===== config.mk =====
export PLATFORM = sky130hd
export DESIGN_NAME = noise_inject_mc
export DESIGN_NICKNAME = d
export VERILOG_FILES = /design/src/rtl/noise_inj_pkg.sv /design/src/rtl/noise_lfsr32.sv /design/src/rtl/noise_inject_mc.sv
export SDC_FILE = /design/constraint.sdc
export NUM_CORES = 2
export LEC_CHECK = 0
export BUFFER_PORTS_ARGS = -buffer_cell sky130_fd_sc_hd__buf_2
export CORE_AREA = 2 2 384 386
export CTS_CLUSTER_SIZE = 12
export DETAILED_ROUTE_END_ITERATION = 8
export DIE_AREA = 0 0 386 388
export SLEW_MARGIN = 20
export SYNTH_ARGS = -nofsm -noshare
export SYNTH_HDL_FRONTEND = slang
export SYNTH_SLANG_ARGS = --single-unit

===== constraint.sdc =====
create_clock -name clk -period 2.8 [get_ports clk]
set_input_delay 0.42 -clock clk [delete_from_list [all_inputs] [get_ports clk]]
set_output_delay 0.42 -clock clk [all_outputs]
set_load 0.005 [all_outputs]

===== src/rtl/noise_inj_pkg.sv =====
// Shared types and arithmetic helpers for the multi-channel noise injector.
// Holds the FSM state type, the LFSR step and a width-generic saturating add.
package noise_inj_pkg;

  typedef enum logic [1:0] {
    IDLE,
    LOAD,
    RUN
  } state_t;

  localparam logic [31:0] LFSR_MASK = 32'h8020_0003;
  localparam int          SAT_MAX_W = 32;

  // sat sits in the LSB so callers can take value[w-1:0] and sat with one size cast.
  typedef struct packed {
    logic [SAT_MAX_W-1:0] value;
    logic                 sat;
  } sat_res_t;

  // Galois right-shift step for x^32+x^22+x^2+x+1.
  function automatic logic [31:0] lfsr_next(input logic [31:0] s);
    return {1'b0, s[31:1]} ^ (s[0] ? LFSR_MASK : 32'h0);
  endfunction

  // a and b are sign-extended w-bit operands; the result clamps to the w-bit signed range.
  function automatic sat_res_t sat_add(input logic signed [SAT_MAX_W-1:0] a,
                                       input logic signed [SAT_MAX_W-1:0] b,
                                       input int unsigned                 w);
    logic signed [SAT_MAX_W:0] sum;
    logic signed [SAT_MAX_W:0] hi;
    logic signed [SAT_MAX_W:0] lo;
    sat_res_t                  res;
    sum = {a[SAT_MAX_W-1], a} + {b[SAT_MAX_W-1], b};
    hi  = ((SAT_MAX_W+1)'(1) << (w - 1)) - (SAT_MAX_W+1)'(1);
    lo  = ~hi;
    if (sum > hi) begin
      res.value = hi[SAT_MAX_W-1:0];
      res.sat   = 1'b1;
    end else if (sum < lo) begin
      res.value = lo[SAT_MAX_W-1:0];
      res.sat   = 1'b1;
    end else begin
      res.value = sum[SAT_MAX_W-1:0];
      res.sat   = 1'b0;
    end
    return res;
  endfunction

endpackage


===== src/rtl/noise_lfsr32.sv =====
// One 32-bit Galois LFSR noise lane; steps once per advance pulse.
// Synchronous active-low reset loads the per-lane seed.
module noise_lfsr32
  import noise_inj_pkg::*;
#(
  parameter logic [31:0] SEED = 32'h0000_0001
) (
  input  logic        clk,
  input  logic        rstn,
  input  logic        advance,
  output logic [31:0] state
);

  // NOTE: clocked state uses non-blocking assignments so every register samples
  // pre-edge values; blocking here would create order-dependent simulation races.
  always_ff @(posedge clk) begin
    if (!rstn) begin
      state <= SEED;
    end else if (advance) begin
      state <= lfsr_next(state);
    end
  end

endmodule


===== src/rtl/noise_inject_mc.sv =====
// Multi-channel noise injector: loads a signed noise table from memory, then adds
// one LFSR-indexed table sample per channel to each accepted beat, with saturation.
module noise_inject_mc
  import noise_inj_pkg::*;
#(
  parameter  int          DATA_W      = 8,
  parameter  int          TABLE_DEPTH = 128,
  parameter  int          MEM_W       = 64,
  parameter  int          CHANNELS    = 2,
  parameter  int          MEM_LATENCY = 1,
  parameter  logic [31:0] SEED        = 32'hACE1_2468,
  localparam int          LANES       = MEM_W / DATA_W,
  localparam int          WORDS       = TABLE_DEPTH / LANES,
  localparam int          AW          = (WORDS > 1) ? $clog2(WORDS) : 1,
  localparam int          IW          = $clog2(TABLE_DEPTH)
) (
  input  logic                       clk,
  input  logic                       rstn,
  input  logic                       load_start,
  output logic                       mem_rd,
  output logic [AW-1:0]              mem_addr,
  input  logic [MEM_W-1:0]           mem_rdata,
  output logic                       load_done,
  input  logic                       en,
  input  logic                       in_valid,
  input  logic [CHANNELS*DATA_W-1:0] in_data,
  output logic                       out_valid,
  output logic [CHANNELS*DATA_W-1:0] out_data,
  output logic [CHANNELS-1:0]        sat
);

  state_t state, state_nx;

  logic                          accept;
  logic                          load_go;
  logic                          last_cap;
  logic [TABLE_DEPTH*DATA_W-1:0] tbl;
  logic [MEM_LATENCY-1:0]        cap_v;
  logic [AW-1:0]                 cap_a [MEM_LATENCY];
  logic [31:0]                   lfsr_state [CHANNELS];
  logic                          lfsr_hi_unused;
  logic                          v1;
  logic [CHANNELS*DATA_W-1:0]    s1_in;
  logic [CHANNELS*DATA_W-1:0]    s1_noise;

  assign load_go   = load_start && (state != LOAD);
  assign last_cap  = (state == LOAD) && cap_v[MEM_LATENCY-1]
                     && (cap_a[MEM_LATENCY-1] == AW'(WORDS - 1));
  assign accept    = (state == RUN) && en && in_valid;
  assign load_done = (state == RUN);

  always_ff @(posedge clk) begin
    if (!rstn) state <= IDLE;
    else       state <= state_nx;
  end

  // NOTE: state_nx gets a default before the case so no path leaves it unassigned,
  // which is what keeps this combinational block from inferring a latch.
  always_comb begin
    state_nx = state;
    case (state)
      IDLE:    if (load_start) state_nx = LOAD;
      LOAD:    if (last_cap)   state_nx = RUN;
      RUN:     if (load_start) state_nx = LOAD;
      default: state_nx = IDLE;
    endcase
  end

  always_ff @(posedge clk) begin
    if (!rstn) begin
      mem_rd   <= 1'b0;
      mem_addr <= '0;
    end else if (load_go) begin
      mem_rd   <= 1'b1;
      mem_addr <= '0;
    end else if (mem_rd) begin
      if (mem_addr == AW'(WORDS - 1)) mem_rd   <= 1'b0;
      else                            mem_addr <= mem_addr + 1'b1;
    end
  end

  // Request tags ride alongside the memory latency so each return lands at its own word.
  // NOTE: the table is flops rather than a RAM macro, so it can and must be cleared
  // by reset; a real RAM would instead need an explicit clear sequence.
  always_ff @(posedge clk) begin
    if (!rstn) begin
      cap_v <= '0;
      for (int i = 0; i < MEM_LATENCY; i++) cap_a[i] <= '0;
      tbl   <= '0;
    end else begin
      cap_v[0] <= mem_rd;
      cap_a[0] <= mem_addr;
      for (int i = 1; i < MEM_LATENCY; i++) begin
        cap_v[i] <= cap_v[i-1];
        cap_a[i] <= cap_a[i-1];
      end
      if ((state == LOAD) && cap_v[MEM_LATENCY-1])
        tbl[cap_a[MEM_LATENCY-1]*MEM_W +: MEM_W] <= mem_rdata;
    end
  end

  for (genvar c = 0; c < CHANNELS; c++) begin : g_lane
    localparam logic [31:0] CH_SEED = SEED ^ (32'h9E37_79B9 * 32'(c + 1));
    noise_lfsr32 #(.SEED(CH_SEED)) u_lfsr (
      .clk     (clk),
      .rstn    (rstn),
      .advance (accept),
      .state   (lfsr_state[c])
    );
  end

  // Only the low IW bits index the table; the rest of each LFSR is deliberately ignored.
  always_comb begin
    lfsr_hi_unused = 1'b0;
    for (int c = 0; c < CHANNELS; c++) lfsr_hi_unused = lfsr_hi_unused ^ (^lfsr_state[c][31:IW]);
  end

  // A reload drops whatever is in flight so old-table samples never reach the output.
  always_ff @(posedge clk) begin
    if (!rstn) begin
      v1        <= 1'b0;
      s1_in     <= '0;
      s1_noise  <= '0;
      out_valid <= 1'b0;
      out_data  <= '0;
      sat       <= '0;
    end else begin
      v1        <= accept && !load_go;
      out_valid <= v1 && !load_go;
      if (accept) begin
        s1_in <= in_data;
        for (int c = 0; c < CHANNELS; c++)
          s1_noise[c*DATA_W +: DATA_W] <= tbl[lfsr_state[c][IW-1:0]*DATA_W +: DATA_W];
      end
      if (v1) begin
        for (int c = 0; c < CHANNELS; c++)
          {out_data[c*DATA_W +: DATA_W], sat[c]} <= (DATA_W + 1)'(sat_add(
              SAT_MAX_W'(signed'(s1_in[c*DATA_W +: DATA_W])),
              SAT_MAX_W'(signed'(s1_noise[c*DATA_W +: DATA_W])),
              DATA_W));
      end
    end
  end

endmodule


==> flow_summary.yaml <==
status:
  outcome: "completed"
cts:
  clockBufferDepth: 3
  cts_made_buffers: 130
  clock_latency_ns: 0.79
  clk_pin_slew_ns: 0.06
  cts_tree: "yes"
  cts.sinks: 1152
  ctsHtreeMaxLevel: 4
  cts_root_buf: "clkbuf_16"
synthesis:
  synth_seq_cells: 1152
  synthTopCellsByArea: "dfxtp_1 (39%), mux4_2 (21%), a21oi_1 (8.6%), nand2_1 (7.6%), nand3_1 (4.8%)"
  synth_top_area_frac: 0.387
  seq_area_frac_synth: 0.387
  syn_nets: 6665
  synthSimpleGateAreaFrac: 0.199
  synthArstFlopShare: 0
  synth_fa_ha_area_frac: 0.00605
  synth.distinct_cells: 68
  synth-compound-area-share: 0.121
  synth_xor_area_frac: 0.00324
  ys_warn_count: 0
  syn_inst: 6558
  synth_mux_area_frac: 0.229
  ys.flop_type: "dfxtp_1"
  yosysTopAreaCell: "dfxtp_1"
  netlist_area_um2: 59500
  synth-edff-count: 0
  synth.avg_cell_area_um2: 9.08
  synth_commonest_cells: "nand2_1 (1199), dfxtp_1 (1152), a21oi_1 (1027)"
  synth_top_family_by_area: "multiplexers"
  synth.most_common_cell: "nand2_1"
pwr:
  power_density_nw_per_um2: 510
  sequentialPowerShare: 0.468
  clockPowerShare: 0.495
  p_leak_uw: 0.0224
  power_frac_comb: 0.037
  p_int_uw: 26800
  p_sw_frac: 0.236
  p_sw_uw: 8290
  peakVddDrop_mv: 0.444
timing:
  finalSetupViolations: 0
  finalMaxSlewViolations: 0
  max_freq_ghz: 0.361
  final_hold_viol_count: 0
  rsz0062_at_grt: "true"
  clock_skew_ns: 0.0245
  finalCriticalPeriod_ns: 2.77
  worstMarginPinSlew_ns: 1.16
  slew_headroom: 0.224
  timing.final.crit_share: 0.989
worst_setup_path:
  cpMaxStageDelayCell: "mux4_2"
  path_max_fanout: 14
  cp-start-kind: "register"
  arrival_ns: 3.39
  crit_type: "reg2reg"
  cp.required_ns: 3.42
  path_cells: "buf_12 -> buf_12 -> mux4_2 -> mux4_2 -> a22o_1 -> a31oi_1 -> o21ai_0"
  cp_slowest_stage_delay_ns: 0.55
  reg2reg_depth: 7
  cp-end-kind: "register"
placed_design:
  dp.cells: 8287
  gp_congestion: 0.973
  portBuffers: 109
  hpwlAfterDp_um: 162000
global_routing:
  grt_pass1_wl_um: 354000
  grt_pass1_vias: 51700
  gr-total-overflow: 0
  globalRouteMet1Util: 0.414
  track_usage: 0.316
  grtUsageMet3: 0.0712
  gr-usage-met2: 0.462
  antenna_found_initial: 14
  grt_max_degree: 203
  top_usage_layer: "met2"
floorplan:
  ios: 110
  die_h_um: 388
  fp.dieW_um: 386
  die-area_um2: 150000
  rows: 140
  floorplan.initialDensity: 0.410
  coreArea_um2: 145000
detailed_routing:
  wire_per_inst_um: 28.5
  firstDrtPassIters: 8
  viasPerCell: 6.55
  vias: 56000
  totalWireLength_um: 244000
  ant_nets: 0
  drt_iter0_drc: 8287
  drc: 0
finish:
  final_core_util: 0.474
  drive_above_1_share: 0.209
  fin_cells: 8553
  nets: 6645
  syn_to_final_growth_pct: 15.7
run:
  max_cap_viol_count: 0
hold_path:
  hold_depth: 3
  worstHoldPathType: "in2reg"
[placed cells by master (no fill, tap or decap), types with 35 or more instances in the layout]
| master | netlist | final |
|---|---|---|
| a21boi_0 | 40 | 40 |
| and2_1 | 72 | 70 |
| clkbuf_16 | 0 | 142 |
| o21ai_0 | 109 | 109 |
| buf_2 | 100 | 108 |
| nand2_1 | 1199 | 1189 |
| nor2b_1 | 36 | 35 |
| mux4_2 | 547 | 547 |
| nor2_1 | 246 | 229 |
| nand3_1 | 575 | 566 |
| nor3_1 | 211 | 209 |
| a21oi_1 | 1027 | 1026 |
| dfxtp_1 | 1152 | 1142 |
| buf_12 | 1 | 99 |
| mux2i_1 | 85 | 84 |
| nand4_1 | 232 | 232 |
| buf_4 | 45 | 337 |
[routing by layer]
metal | part of all wire | vias to the layer above
met4 | 0.080 | 8
met5 | 0.00018 | -
met3 | 0.11 | 860
li1 | - | 23800
met2 | 0.43 | 3620
met1 | 0.38 | 27700
[path summary, 6_finish.rpt]
check,start,endpoint,slack (ns)
max,g_lane[0].u_lfsr.state[0]$_SDFFE_PN1P_,s1_noise[0]$_SDFFE_PN0P_,0.03
min,mem_rdata[38],tbl[102]$_SDFFE_PN0P_,0.06
max reg2reg,g_lane[0].u_lfsr.state[0]$_SDFFE_PN1P_,s1_noise[0]$_SDFFE_PN0P_,0.03
min reg2reg,g_lane[1].u_lfsr.state[12]$_SDFFE_PN1P_,g_lane[1].u_lfsr.state[11]$_SDFFE_PN0P_,0.45
[state kept, by name (all words and copies together), names as in the netlist, 4 cells and up]
name	cells
g_lane.u_lfsr.state	64
cap_a	4
s1_noise	16
mem_addr	4
s1_in	16
out_data	16
tbl	1024
[what timing repair did]
item / CTS / global route
gates resized for setup: 1 / 18
hold endpoints to repair: 19 / 0
setup endpoints to repair: 1 / 50
hold buffers: 18 / 0
pin swaps: 0 / 2
gates cloned: 0 / 3
setup buffers: 0 / 15
[worst max-delay path, delay by kind of cell (launching register included)]
| kind | cells | cell delay (ns) |
|---|---|---|
| buffers and inverters | 2 | 0.39 |
| multiplexers | 2 | 1.08 |
| AO/OA/AOI/OAI | 3 | 0.61 |
| flip-flops | 1 | 0.50 |
[kinds of logic after synthesis]
family / after synthesis
compound gates: 1338
xor+xnor: 22
fa+ha+maj: 29
buf+inv: 739
flops: 1152
mux: 658
simple gates: 2620
[final cells by class]
cell class | count | area, um^2
well taps | 1917 | 2400
repair buffers | 574 | 5460
clock buffers | 196 | 3980
flip-flops and latches | 1152 | 23100
multi-input cells | 4667 | 33600
diodes | 4 | 10.0
inverters | 13 | 56.3
fillers | 13400 | 76400
clock inverters | 30 | 268
[through the flow]
step / setup TNS, ns / area, um^2 / setup WS (ns) / hold slack (ns) / total power [uW]
floorplan: 0 / 59500 / 0.222 / 0.432 / 17300
global route: -0.00777 / 68800 / -0.00446 / 0.0590 / 35800
CTS: 0 / 68500 / 0.0323 / 0.0148 / 35200
detailed placement: 0 / 64100 / 0.0609 / 0.444 / 18000
finish: 0 / 68800 / 0.0318 / 0.0646 / 35100
global placement: 0 / 64100 / 0.0285 / 0.436 / 18000
[power groups by stage]
stage,registers [uW],logic [uW],clock network [uW]
2_1_floorplan,16800,505,0
5_1_grt,16400,1280,18100
3_5_place_dp,16800,1210,0
3_3_place_gp,16800,1210,0
4_1_cts,16400,1230,17500
6_report,16400,1290,17400
(Power assumes the default switching activity.)
